==> src/rtl/dxa_core_issuer_pkg.sv <==
// Shared types, widths and op codes for the per-core DXA issuer.
// NUM_WARPS may be overridden from the command line via `NUM_WARPS.
`ifndef NUM_WARPS
`define NUM_WARPS 4
`endif

package dxa_core_issuer_pkg;

   localparam int unsigned NUM_WARPS  = `NUM_WARPS;
   localparam int unsigned NW_WIDTH   = (NUM_WARPS > 1) ? $clog2(NUM_WARPS) : 1;
   localparam int unsigned UUID_WIDTH = 8;
   localparam int unsigned XLEN       = 32;
   localparam int unsigned BAR_ADDR_W = 5;
   localparam int unsigned CORE_ID_W  = 4;
   localparam int unsigned DXA_OP_W   = 3;
   localparam int unsigned PERF_W     = 44;

   localparam int unsigned DXA_RSP_DONE_BIT = 0;
   localparam int unsigned DXA_RSP_ERR_BIT  = 1;

   typedef enum logic [DXA_OP_W-1:0] {
      DXA_OP_SETUP0  = 3'd0,
      DXA_OP_SETUP1  = 3'd1,
      DXA_OP_COORD01 = 3'd2,
      DXA_OP_COORD23 = 3'd3,
      DXA_OP_ISSUE   = 3'd4,
      DXA_OP_LAUNCH  = 3'd5
   } dxa_op_e;

   typedef struct packed {
      logic [CORE_ID_W-1:0]  core_id;
      logic [UUID_WIDTH-1:0] uuid;
      logic [NW_WIDTH-1:0]   wid;
      logic [DXA_OP_W-1:0]   op;
      logic [XLEN-1:0]       rs2;
      logic [XLEN-1:0]       rs1;
   } dxa_req_t;

   typedef struct packed {
      logic [CORE_ID_W-1:0]  core_id;
      logic [UUID_WIDTH-1:0] uuid;
      logic [NW_WIDTH-1:0]   wid;
      logic [BAR_ADDR_W-1:0] bar_addr;
      logic [1:0]            status;
   } dxa_rsp_t;

   localparam int unsigned DXA_REQ_DATAW = $bits(dxa_req_t);
   localparam int unsigned DXA_RSP_DATAW = $bits(dxa_rsp_t);

   // Transfer ops occupy a pending slot until their completion returns
   function automatic logic dxa_is_xfer_op(input logic [DXA_OP_W-1:0] op);
      return (op == DXA_OP_ISSUE) || (op == DXA_OP_LAUNCH);
   endfunction

endpackage

==> src/rtl/dxa_core_issuer_if.sv <==
// Bundle of execute-side, engine-side and barrier-side handshakes around the issuer.
// master = issuer view, slave = surrounding core/engine/barrier view.
interface dxa_core_issuer_if;
   import dxa_core_issuer_pkg::*;

   logic                     exe_req_valid;
   logic [UUID_WIDTH-1:0]    exe_req_uuid;
   logic [NW_WIDTH-1:0]      exe_req_wid;
   logic [DXA_OP_W-1:0]      exe_req_op;
   logic [XLEN-1:0]          exe_req_rs1;
   logic [XLEN-1:0]          exe_req_rs2;
   logic                     exe_req_ready;

   logic                     dxa_req_valid;
   logic [DXA_REQ_DATAW-1:0] dxa_req_data;
   logic                     dxa_req_ready;

   logic                     dxa_rsp_valid;
   logic [DXA_RSP_DATAW-1:0] dxa_rsp_data;
   logic                     dxa_rsp_ready;

   logic                     bar_valid;
   logic [NW_WIDTH-1:0]      bar_wid;
   logic [BAR_ADDR_W-1:0]    bar_addr;
   logic                     bar_err;
   logic                     bar_ready;

   logic [NUM_WARPS-1:0]     warp_busy;

   modport master (
      input  exe_req_valid, exe_req_uuid, exe_req_wid, exe_req_op, exe_req_rs1, exe_req_rs2,
      output exe_req_ready,
      output dxa_req_valid, dxa_req_data,
      input  dxa_req_ready,
      input  dxa_rsp_valid, dxa_rsp_data,
      output dxa_rsp_ready,
      output bar_valid, bar_wid, bar_addr, bar_err,
      input  bar_ready,
      output warp_busy
   );

   modport slave (
      output exe_req_valid, exe_req_uuid, exe_req_wid, exe_req_op, exe_req_rs1, exe_req_rs2,
      input  exe_req_ready,
      input  dxa_req_valid, dxa_req_data,
      output dxa_req_ready,
      output dxa_rsp_valid, dxa_rsp_data,
      input  dxa_rsp_ready,
      input  bar_valid, bar_wid, bar_addr, bar_err,
      output bar_ready,
      input  warp_busy
   );

endinterface

==> src/rtl/dxa_pending_table.sv <==
// Per-warp in-flight transfer counters with full/empty flags and a registered busy vector.
module dxa_pending_table
   import dxa_core_issuer_pkg::*;
#(
   parameter int unsigned MAX_PENDING = 4
) (
   input  logic                 clk,
   input  logic                 reset,
   input  logic                 inc_valid,
   input  logic [NW_WIDTH-1:0]  inc_wid,
   input  logic                 dec_valid,
   input  logic [NW_WIDTH-1:0]  dec_wid,
   output logic [NUM_WARPS-1:0] full_c,
   output logic [NUM_WARPS-1:0] empty_c,
   output logic [NUM_WARPS-1:0] busy
);

   localparam int unsigned CNT_W = $clog2(MAX_PENDING + 1);

   logic [CNT_W-1:0]     cnt_q [NUM_WARPS];
   logic [CNT_W-1:0]     cnt_d [NUM_WARPS];
   logic [NUM_WARPS-1:0] inc_hit_c;
   logic [NUM_WARPS-1:0] dec_hit_c;

   // Saturating up/down per warp; a coincident inc and dec cancel out
   always_comb begin
      full_c    = '0;
      empty_c   = '0;
      inc_hit_c = '0;
      dec_hit_c = '0;
      for (int w = 0; w < NUM_WARPS; w++) begin
         cnt_d[w]     = cnt_q[w];
         full_c[w]    = (cnt_q[w] == CNT_W'(MAX_PENDING));
         empty_c[w]   = (cnt_q[w] == '0);
         inc_hit_c[w] = inc_valid && (inc_wid == NW_WIDTH'(w)) && !full_c[w];
         dec_hit_c[w] = dec_valid && (dec_wid == NW_WIDTH'(w)) && !empty_c[w];
         if (inc_hit_c[w] && !dec_hit_c[w]) begin
            cnt_d[w] = cnt_q[w] + CNT_W'(1);
         end else if (dec_hit_c[w] && !inc_hit_c[w]) begin
            cnt_d[w] = cnt_q[w] - CNT_W'(1);
         end
      end
   end

   always_ff @(posedge clk) begin
      if (reset) begin
         for (int w = 0; w < NUM_WARPS; w++) begin
            cnt_q[w] <= '0;
         end
         busy <= '0;
      end else begin
         for (int w = 0; w < NUM_WARPS; w++) begin
            cnt_q[w] <= cnt_d[w];
            busy[w]  <= (cnt_d[w] != '0);
         end
      end
   end

endmodule

==> src/rtl/dxa_core_issuer.sv <==
// Per-core DXA request issuer: buffers execute-side ops toward the engine and turns completions
// into barrier arrivals. Optional perf counters under DXA_ISSUER_PERF_EN.
module dxa_core_issuer
   import dxa_core_issuer_pkg::*;
#(
   parameter int unsigned CORE_ID     = 0,
   parameter int unsigned MAX_PENDING = 4
) (
   input  logic clk,
   input  logic reset,
   dxa_core_issuer_if.master bus
`ifdef DXA_ISSUER_PERF_EN
   ,
   output logic [PERF_W-1:0] perf_xfers,
   output logic [PERF_W-1:0] perf_stalls
`endif
);

   logic                 exe_xfer_c;
   logic                 exe_op_ok_c;
   logic                 exe_fire_c;
   logic                 push_c;
   logic                 pop_c;
   logic                 buf_full_c;
   logic [NUM_WARPS-1:0] pend_full_c;
   logic [NUM_WARPS-1:0] pend_empty_c;
   logic [NUM_WARPS-1:0] warp_busy_q;
   dxa_req_t             req_c;

   dxa_req_t   buf_q [2];
   logic       rd_ptr_q;
   logic       wr_ptr_q;
   logic [1:0] buf_cnt_q;

   assign exe_xfer_c  = dxa_is_xfer_op(bus.exe_req_op);
   assign exe_op_ok_c = (bus.exe_req_op <= DXA_OP_W'(DXA_OP_LAUNCH));
   assign buf_full_c  = (buf_cnt_q == 2'd2);

   assign bus.exe_req_ready = !reset && !buf_full_c
                              && !(exe_xfer_c && pend_full_c[bus.exe_req_wid]);
   assign exe_fire_c = bus.exe_req_valid && bus.exe_req_ready;
   // Reserved op codes are swallowed here and never reach the engine
   assign push_c     = exe_fire_c && exe_op_ok_c;
   assign pop_c      = bus.dxa_req_valid && bus.dxa_req_ready;

   always_comb begin
      req_c         = '0;
      req_c.core_id = CORE_ID_W'(CORE_ID);
      req_c.uuid    = bus.exe_req_uuid;
      req_c.wid     = bus.exe_req_wid;
      req_c.op      = bus.exe_req_op;
      req_c.rs2     = bus.exe_req_rs2;
      req_c.rs1     = bus.exe_req_rs1;
   end

   // Two-entry elastic buffer: latency 1, full rate while the engine keeps up
   always_ff @(posedge clk) begin
      if (reset) begin
         rd_ptr_q  <= 1'b0;
         wr_ptr_q  <= 1'b0;
         buf_cnt_q <= '0;
      end else begin
         if (push_c) wr_ptr_q <= ~wr_ptr_q;
         if (pop_c)  rd_ptr_q <= ~rd_ptr_q;
         case ({push_c, pop_c})
            2'b10:   buf_cnt_q <= buf_cnt_q + 2'd1;
            2'b01:   buf_cnt_q <= buf_cnt_q - 2'd1;
            default: buf_cnt_q <= buf_cnt_q;
         endcase
      end
   end

   always_ff @(posedge clk) begin
      if (push_c) buf_q[wr_ptr_q] <= req_c;
   end

   assign bus.dxa_req_valid = (buf_cnt_q != '0);
   assign bus.dxa_req_data  = buf_q[rd_ptr_q];

   dxa_rsp_t              rsp_c;
   logic                  rsp_ready_c;
   logic                  rsp_fire_c;
   logic                  id_ok_c;
   logic                  done_c;
   logic                  stale_c;
   logic                  bar_load_c;
   logic                  bar_valid_q;
   logic [NW_WIDTH-1:0]   bar_wid_q;
   logic [BAR_ADDR_W-1:0] bar_addr_q;
   logic                  bar_err_q;
   logic                  unused_rsp_uuid;

   assign rsp_c           = bus.dxa_rsp_data;
   // Response uuid is carried for tracing only
   assign unused_rsp_uuid = ^rsp_c.uuid;
   assign rsp_ready_c     = !bar_valid_q || bus.bar_ready;
   assign rsp_fire_c      = bus.dxa_rsp_valid && rsp_ready_c;
   assign id_ok_c         = (rsp_c.core_id == CORE_ID_W'(CORE_ID));
   assign done_c          = rsp_c.status[DXA_RSP_DONE_BIT];
   assign stale_c         = done_c && pend_empty_c[rsp_c.wid];
   assign bar_load_c      = rsp_fire_c && id_ok_c && done_c && !stale_c;

   // One-entry barrier notification register, held until the barrier unit takes it
   always_ff @(posedge clk) begin
      if (reset) begin
         bar_valid_q <= 1'b0;
         bar_wid_q   <= '0;
         bar_addr_q  <= '0;
         bar_err_q   <= 1'b0;
      end else if (bar_load_c) begin
         bar_valid_q <= 1'b1;
         bar_wid_q   <= rsp_c.wid;
         bar_addr_q  <= rsp_c.bar_addr;
         bar_err_q   <= rsp_c.status[DXA_RSP_ERR_BIT];
      end else if (bus.bar_ready) begin
         bar_valid_q <= 1'b0;
      end
   end

   assign bus.dxa_rsp_ready = rsp_ready_c;
   assign bus.bar_valid     = bar_valid_q;
   assign bus.bar_wid       = bar_wid_q;
   assign bus.bar_addr      = bar_addr_q;
   assign bus.bar_err       = bar_err_q;

   dxa_pending_table #(
      .MAX_PENDING (MAX_PENDING)
   ) u_pending (
      .clk       (clk),
      .reset     (reset),
      .inc_valid (exe_fire_c && exe_xfer_c),
      .inc_wid   (bus.exe_req_wid),
      .dec_valid (bar_load_c),
      .dec_wid   (rsp_c.wid),
      .full_c    (pend_full_c),
      .empty_c   (pend_empty_c),
      .busy      (warp_busy_q)
   );

   assign bus.warp_busy = warp_busy_q;

`ifdef DXA_ISSUER_PERF_EN
   // Saturating event counters
   always_ff @(posedge clk) begin
      if (reset) begin
         perf_xfers  <= '0;
         perf_stalls <= '0;
      end else begin
         if (exe_fire_c && exe_xfer_c && (perf_xfers != '1))
            perf_xfers <= perf_xfers + PERF_W'(1);
         if (bus.exe_req_valid && !bus.exe_req_ready && (perf_stalls != '1))
            perf_stalls <= perf_stalls + PERF_W'(1);
      end
   end
`endif

   // Protocol anomalies that are tolerated in hardware but flagged in simulation
   always_ff @(posedge clk) begin
      if (!reset) begin
         assert (!(exe_fire_c && !exe_op_ok_c))
            else $warning("dxa_core_issuer: reserved op %0d dropped", bus.exe_req_op);
         assert (!(rsp_fire_c && !id_ok_c))
            else $warning("dxa_core_issuer: response for core %0d dropped", rsp_c.core_id);
         assert (!(rsp_fire_c && id_ok_c && stale_c))
            else $warning("dxa_core_issuer: stale completion for warp %0d dropped", rsp_c.wid);
      end
   end

endmodule

==> src/flat_wrapper.sv <==
// flat-port wrapper written by rule: the top's interface ports become plain ports
module dxa_core_issuer_flat import dxa_core_issuer_pkg::*;
#(
   parameter int unsigned CORE_ID     = 0,
   parameter int unsigned MAX_PENDING = 4
)
  (clk, reset, bus_exe_req_valid, bus_exe_req_uuid, bus_exe_req_wid, bus_exe_req_op, bus_exe_req_rs1, bus_exe_req_rs2, bus_exe_req_ready, bus_dxa_req_valid, bus_dxa_req_data, bus_dxa_req_ready, bus_dxa_rsp_valid, bus_dxa_rsp_data, bus_dxa_rsp_ready, bus_bar_valid, bus_bar_wid, bus_bar_addr, bus_bar_err, bus_bar_ready, bus_warp_busy);
  dxa_core_issuer_if bus_i ();
  input  logic clk;
  input  logic reset;
  input wire logic [$bits(bus_i.exe_req_valid)-1:0] bus_exe_req_valid;
  input wire logic [$bits(bus_i.exe_req_uuid)-1:0] bus_exe_req_uuid;
  input wire logic [$bits(bus_i.exe_req_wid)-1:0] bus_exe_req_wid;
  input wire logic [$bits(bus_i.exe_req_op)-1:0] bus_exe_req_op;
  input wire logic [$bits(bus_i.exe_req_rs1)-1:0] bus_exe_req_rs1;
  input wire logic [$bits(bus_i.exe_req_rs2)-1:0] bus_exe_req_rs2;
  output wire logic [$bits(bus_i.exe_req_ready)-1:0] bus_exe_req_ready;
  output wire logic [$bits(bus_i.dxa_req_valid)-1:0] bus_dxa_req_valid;
  output wire logic [$bits(bus_i.dxa_req_data)-1:0] bus_dxa_req_data;
  input wire logic [$bits(bus_i.dxa_req_ready)-1:0] bus_dxa_req_ready;
  input wire logic [$bits(bus_i.dxa_rsp_valid)-1:0] bus_dxa_rsp_valid;
  input wire logic [$bits(bus_i.dxa_rsp_data)-1:0] bus_dxa_rsp_data;
  output wire logic [$bits(bus_i.dxa_rsp_ready)-1:0] bus_dxa_rsp_ready;
  output wire logic [$bits(bus_i.bar_valid)-1:0] bus_bar_valid;
  output wire logic [$bits(bus_i.bar_wid)-1:0] bus_bar_wid;
  output wire logic [$bits(bus_i.bar_addr)-1:0] bus_bar_addr;
  output wire logic [$bits(bus_i.bar_err)-1:0] bus_bar_err;
  input wire logic [$bits(bus_i.bar_ready)-1:0] bus_bar_ready;
  output wire logic [$bits(bus_i.warp_busy)-1:0] bus_warp_busy;
  assign bus_i.exe_req_valid = bus_exe_req_valid;
  assign bus_i.exe_req_uuid = bus_exe_req_uuid;
  assign bus_i.exe_req_wid = bus_exe_req_wid;
  assign bus_i.exe_req_op = bus_exe_req_op;
  assign bus_i.exe_req_rs1 = bus_exe_req_rs1;
  assign bus_i.exe_req_rs2 = bus_exe_req_rs2;
  assign bus_exe_req_ready = bus_i.exe_req_ready;
  assign bus_dxa_req_valid = bus_i.dxa_req_valid;
  assign bus_dxa_req_data = bus_i.dxa_req_data;
  assign bus_i.dxa_req_ready = bus_dxa_req_ready;
  assign bus_i.dxa_rsp_valid = bus_dxa_rsp_valid;
  assign bus_i.dxa_rsp_data = bus_dxa_rsp_data;
  assign bus_dxa_rsp_ready = bus_i.dxa_rsp_ready;
  assign bus_bar_valid = bus_i.bar_valid;
  assign bus_bar_wid = bus_i.bar_wid;
  assign bus_bar_addr = bus_i.bar_addr;
  assign bus_bar_err = bus_i.bar_err;
  assign bus_i.bar_ready = bus_bar_ready;
  assign bus_warp_busy = bus_i.warp_busy;
  dxa_core_issuer #(.CORE_ID(CORE_ID), .MAX_PENDING(MAX_PENDING)) u_core (.clk(clk), .reset(reset), .bus(bus_i));
endmodule
==> config.mk <==
export PLATFORM = sky130hd
export DESIGN_NAME = dxa_core_issuer_flat
export DESIGN_NICKNAME = d
export VERILOG_FILES = /design/src/rtl/dxa_core_issuer_pkg.sv /design/src/rtl/dxa_core_issuer_if.sv /design/src/rtl/dxa_pending_table.sv /design/src/rtl/dxa_core_issuer.sv /design/src/flat_wrapper.sv
export SDC_FILE = /design/constraint.sdc
export NUM_CORES = 1
export LEC_CHECK = 0
export ABC_CLOCK_PERIOD_IN_PS = 6600
export CORE_MARGIN = 3
export CORE_UTILIZATION = 48
export CTS_CLUSTER_SIZE = 20
export DETAILED_ROUTE_END_ITERATION = 16
export PLACE_DENSITY = 0.86
export SETUP_SLACK_MARGIN = 0.15
export SLEW_MARGIN = 15
export SYNTH_ARGS = -nofsm -noshare
export SYNTH_HDL_FRONTEND = slang
export SYNTH_SLANG_ARGS = --single-unit
==> constraint.sdc <==
create_clock -name clk -period 6.6 [get_ports clk]
set_clock_uncertainty 0.05 [all_clocks]
set_input_delay 1.32 -clock clk [delete_from_list [all_inputs] [get_ports clk]]
set_output_delay 1.32 -clock clk [all_outputs]
set_load 0.02 [all_outputs]
# Yosys cells after proc, flatten, opt, wreduce, memory -nomap -nowiden
# Memories as Yosys holds them, arrays and structs flattened. A register that Yosys moved wholly into a read port is not among the register bits.
# Cells that the tools add are included.
# totals
ff_bits,17
mem_bits_rw,166
inputBits,104
output_inout_bits,97
wordCells,143
mem_count,2
# classes
add_sub_neg,10
n_lt_le_gt_ge,3
eq_ne,15
n_mux,26
bitwise,6
reduce_logical,73
# mem_list
name,depth,width,read_ports,rd_clocked_by_memory_dff,wr,line,text
u_core.buf_q,2,77,1,1,1,dxa_core_issuer.sv:30,dxa_req_t buf_q [2];
u_core.u_pending.cnt_q,4,3,4,0,4,dxa_pending_table.sv:20,logic [CNT_W-1:0] cnt_q [NUM_WARPS];
# ops
op,count
1-bit logical AND,36
3-bit two-way mux,12
1-bit logical NOT,21
"3-bit equality test, second input constant",6
"3-bit by 1-bit adder with 3-bit output, second input constant",4
"2-bit equality test, second input constant",6
3-bit logical NOT,4
3-bit nonzero test,4
"3-bit by 1-bit subtractor with 3-bit output, second input constant",4
1-bit two-way mux,11
"2-bit by 1-bit equality test with 1-bit output, second input constant",3
"2-bit by 3-bit < comparator with 1-bit output, second input constant",2
2-bit nonzero test,3
1-bit binary-select mux with 2-bit select,2
2-bit logical NOT,2
4-bit logical NOT,1
1-bit bitwise OR,4
2-bit case mux with 2 select lines,1
"3-bit <= comparator, second input constant",1
"2-bit by 1-bit adder with 2-bit output, second input constant",1
1-bit logical OR,2
1-bit inverter,2
"2-bit by 1-bit subtractor with 2-bit output, second input constant",1

# Longest topological paths before layout
# An unclocked memory read counts as a cell.
# logic_depth
depth_word,16
ltp_mapped,11
ltp_nobuf,11

# By module
# From an unflattened synthesis, not the netlist that was laid out.
# unflattened
cells_unflattened,441
area_unflattened_um2,7375.8
# by_module_without_submodules
mod,n_inst,cells_per_inst,area_each_um2,seq_area_each_um2
dxa_core_issuer,1,322,6266.0,4904.7
dxa_pending_table,1,119,1109.8,320.3

# Least setup slack after synthesis
# No wires, ideal clock.
# synth_path
path_kind,input port to flip-flop
from,input port bus_exe_req_wid[1]
to,"memory u_core.buf_q[0][0] in the netlist's numbering, enable pin"
setup_time_ns,0.513
arrival_time_ns,5.499
required_time_ns,6.037
slack_ns,0.538
stages,6
path_buffers,0
path_cell_list,a211o_2 -> and3b_1 -> a31oi_1 -> and4_1 -> inv_1 -> nor2_1
# synth_via
elab_chain_len,9
# synth_rtl
element,line,text
from (decl),flat_wrapper.sv:13,input wire logic [$bits(bus_i.exe_req_wid)-1:0] bus_exe_req_wid;
1-bit binary-select mux with 2-bit select,dxa_core_issuer.sv:40,&& !(exe_xfer_c && pend_full_c[bus.exe_req_wid]);
1-bit two-way mux (not written as such),dxa_core_issuer.sv:40,
1-bit logical AND,dxa_core_issuer.sv:40,
1-bit logical NOT,dxa_core_issuer.sv:40,
1-bit logical AND,dxa_core_issuer.sv:40,
1-bit logical AND,dxa_core_issuer.sv:41,assign exe_fire_c = bus.exe_req_valid && bus.exe_req_ready;
1-bit logical AND,dxa_core_issuer.sv:43,assign push_c = exe_fire_c && exe_op_ok_c;
1-bit two-way mux,dxa_core_issuer.sv:74,if (push_c) buf_q[wr_ptr_q] <= req_c;
1-bit two-way mux (not written as such),dxa_core_issuer.sv:74,
to (decl),dxa_core_issuer.sv:30,
# No other way between the ends. The select of a mux whose other input is x is not followed.

# Worst setup path after layout
# layout_path
from,input port bus_exe_req_wid[1]
to,output port bus_exe_req_ready
# layout_via
elab_chain_len,5
# layout_rtl
element,line,text
1-bit binary-select mux with 2-bit select,dxa_core_issuer.sv:40,
1-bit two-way mux (not written as such),dxa_core_issuer.sv:40,
1-bit logical AND,dxa_core_issuer.sv:40,
1-bit logical NOT,dxa_core_issuer.sv:40,
1-bit logical AND,dxa_core_issuer.sv:40,
to (decl),flat_wrapper.sv:17,output wire logic [$bits(bus_i.exe_req_ready)-1:0] bus_exe_req_ready;
# No other way between the ends. The select of a mux whose other input is x is not followed.

==> flow_metrics.env <==
export IMPL_status="finished, final reports clean"
export IMPL_cts_buffers=17
export IMPL_synth_xor_xnor_area_share=0.0125
export IMPL_dieArea_sq_um=17000
export IMPL_cp_start_kind="primary input"
export IMPL_reg2reg_depth=9
export IMPL_drv_slew=0
export IMPL_worstMarginPinSlew_ns=1.05
export IMPL_endpoint_kind="primary output"
export IMPL_cp_required_ns=5.23
export IMPL_syn_inst=438
export IMPL_filler_cell_count=962
export IMPL_mostFrequentLayoutCells="188 x clkdlybuf4s50_1, 154 x edfxtp_1, 79 x mux2_2, 29 x dfxtp_1, 22 x nor2_1"
export IMPL_yosysSeqAreaShare=0.704
export IMPL_power_mw=3.01
export IMPL_dp_cells=797
export IMPL_yosys_top_cells_area="edfxtp_1 62%, mux2_2 12%, dfxtp_1 8.1%"
export IMPL_rrSetupSlack_ns=3.41
export IMPL_wl_met2_um=8020
export IMPL_dr_first_iter_drc_count=249
export IMPL_worstHoldStart="u_core.bus.bar_addr[4]"
export IMPL_async_flop_share=0
export IMPL_cts_tree="done"
export IMPL_core_region_area_sq_um=14800
export IMPL_clkTransAtPathRegs_ns=0.06
export IMPL_nets=749
export IMPL_num_vias=4327
export IMPL_p_leak_nw=3.52
export IMPL_setup_tns_ns=0
export IMPL_synth_area_per_cell_sq_um=16.9
export IMPL_synthSimpleGateAreaFrac=0.0651
export IMPL_detail_route_first_pass_iterations=4
export IMPL_grt_ovfl_total=0
export IMPL_crit_arrival_ns=3.47
export IMPL_synth_fa_ha_area_frac=0.0233
export IMPL_grt_pass1_wl_um=23200
export IMPL_hp_class="reg -> reg"
export IMPL_die_w_um=130
export IMPL_synth_mux_area_fraction=0.142
export IMPL_yosys_area_top_type="edfxtp_1"
export IMPL_drv_cap=0
export IMPL_synth_edff_count=154
export IMPL_ant_nets=0
export IMPL_hpwl_um=10700
export IMPL_num_rows=44
export IMPL_cp_max_fo=7
export IMPL_grt_max_degree=78
export IMPL_root_buffer="clkbuf_16"
export IMPL_yosysUniqueCellTypes=65
export IMPL_p_per_area_nw_per_um2=300
export IMPL_timing_rr_start="u_core.u_pending.cnt_q[0][10]"
export IMPL_synth_top_family_by_area="multiplexers"
export IMPL_met1_length_um=6070
export IMPL_clk_latency_ns=0.42
export IMPL_final_common_cell="clkdlybuf4s50_1"
export IMPL_cts_hold_buf=0
export IMPL_grt_pass1_vias=4566
export IMPL_whs_path_depth=2
export IMPL_period_share=0.734
export IMPL_pre_cts_ws_ns=1.79
export IMPL_fin_cells=828
export IMPL_viasPerCell=5.23
export IMPL_syn_to_final_growth_pct=35.3
export IMPL_synth_compound_area_frac=0.0298
export IMPL_routabilityCongestion=0.885
export IMPL_initial_core_util=0.501
export IMPL_worst_setup_path_type="in -> out"
export IMPL_vdd_ir_drop_max_uv=186
export IMPL_min_period_ns=4.84
export IMPL_synth_ff_type="edfxtp_1"
export IMPL_rsz0062_at_grt="no"
export IMPL_setup_ws_ns=1.76
export IMPL_port_buffers=188
export IMPL_cts_resized=0
export IMPL_grt_usage=0.181
export IMPL_ys_warn_count=0
export IMPL_cts_htree_levels=4
export IMPL_post_cts_buffers=0
export IMPL_synth_seq_cells=184
export IMPL_max_clock_freq_mhz=206
export IMPL_antenna_found_initial=0
export IMPL_cts_buffer_depth=2
export IMPL_reg2reg_to="u_core.buf_q[0][67]"
export IMPL_hold_violations=0
export IMPL_dr_wl_met3_um=1250
export IMPL_pin_count=201
export IMPL_synthesis_area_sq_um=7420
export IMPL_setup_viol=0
export IMPL_min_to="u_core.bus.bar_addr[4]"
export IMPL_drive_above_1_share=0.205
export IMPL_wl_um=15500
export IMPL_die_y_um=130
export IMPL_relSlewSlack=0.300
export IMPL_top_layer="met4"
export IMPL_clock_sinks=184
export IMPL_synth_top_cell_area_share=0.623
export IMPL_drc=0
export IMPL_diodes=0
export IMPL_wl_per_cell_um=18.8
layer usage:
layer	GRT usage	vias up
li1	-	2036
met1	0.211	2107
met2	0.319	168
met3	0.0581	16
met4	0.0563	0
met5	0	-
report_power, final:
group	total [mW]	switching [mW]	internal, mW
clock network	0.984	0.424	0.560
registers	1.39	0.0712	1.32
logic	0.641	0.285	0.356
total	3.01	0.780	2.23
kinds of logic after synthesis:
kind of cell | count (synthesis)
AO/OA/AOI/OAI | 30
XOR/XNOR | 9
adder cells (fa/ha/maj) | 14
buffers and inverters | 34
flip-flops | 184
multiplexers | 94
other | 1
AND/OR/NAND/NOR | 72
synthesized netlist by cell type, drive strengths merged (5+ instances only):
cell	n
o21ai	6
mux2i	12
clkbuf	6
nand2	6
dfxtp	30
mux2	82
ha	13
and2	7
inv	16
nor2	23
or3	6
nor2b	5
edfxtp	154
xnor2	7
buf	11
critical path, stage by stage:
cell	delay, ns
clkdlybuf4s50_1	0.61
a21boi_0	0.38
o21ai_0	0.18
a31oi_1	0.22
and2_1	0.16
clkdlybuf4s50_1	0.61
registers in the layout, summed over array words and instances (netlist names), named ones only:
name                    flops
u_core.u_pending.cnt_q     12
u_core.rd_ptr_q             1
u_core.u_pending.busy       4
u_core.bus.bar_addr         5
u_core.buf_cnt_q            2
u_core.bus.bar_err          1
u_core.bus.bar_wid          2
u_core.wr_ptr_q             1
u_core.buf_q              154
u_core.bus.bar_valid        1
worst max-delay path by stage:
stage,startpoint,to,cells after the start
after floorplan,bus_exe_req_wid[1],u_core.buf_q[0][0],6
after global placement,bus_exe_req_wid[1],bus_exe_req_ready,6
after detailed placement,bus_exe_req_wid[1],bus_exe_req_ready,6
after CTS,bus_exe_req_wid[1],bus_exe_req_ready,6
after global routing,bus_exe_req_wid[1],bus_exe_req_ready,6
final,bus_exe_req_wid[1],bus_exe_req_ready,6
cell type report:
cell class	instances	area (sq um)	share of cell area
sequential	184	5230	0.521
multi-input combinational	223	2050	0.204
timing repair buffer	190	1900	0.189
clock buffer	18	429	0.0427
tap	184	230	0.0229
clock inverter	13	148	0.0147
inverter	16	60.1	0.00598
stage by stage:
step                hold WS, ns  area [sq um]   util
CTS                       0.466         10000  0.678
finish                    0.457         10000  0.678
global route              0.499         10000  0.678
detailed placement        0.450          9470  0.639
floorplan                 0.414          7430      -
global placement          0.431          9470  0.639
Power figures use the tool's default switching activity.
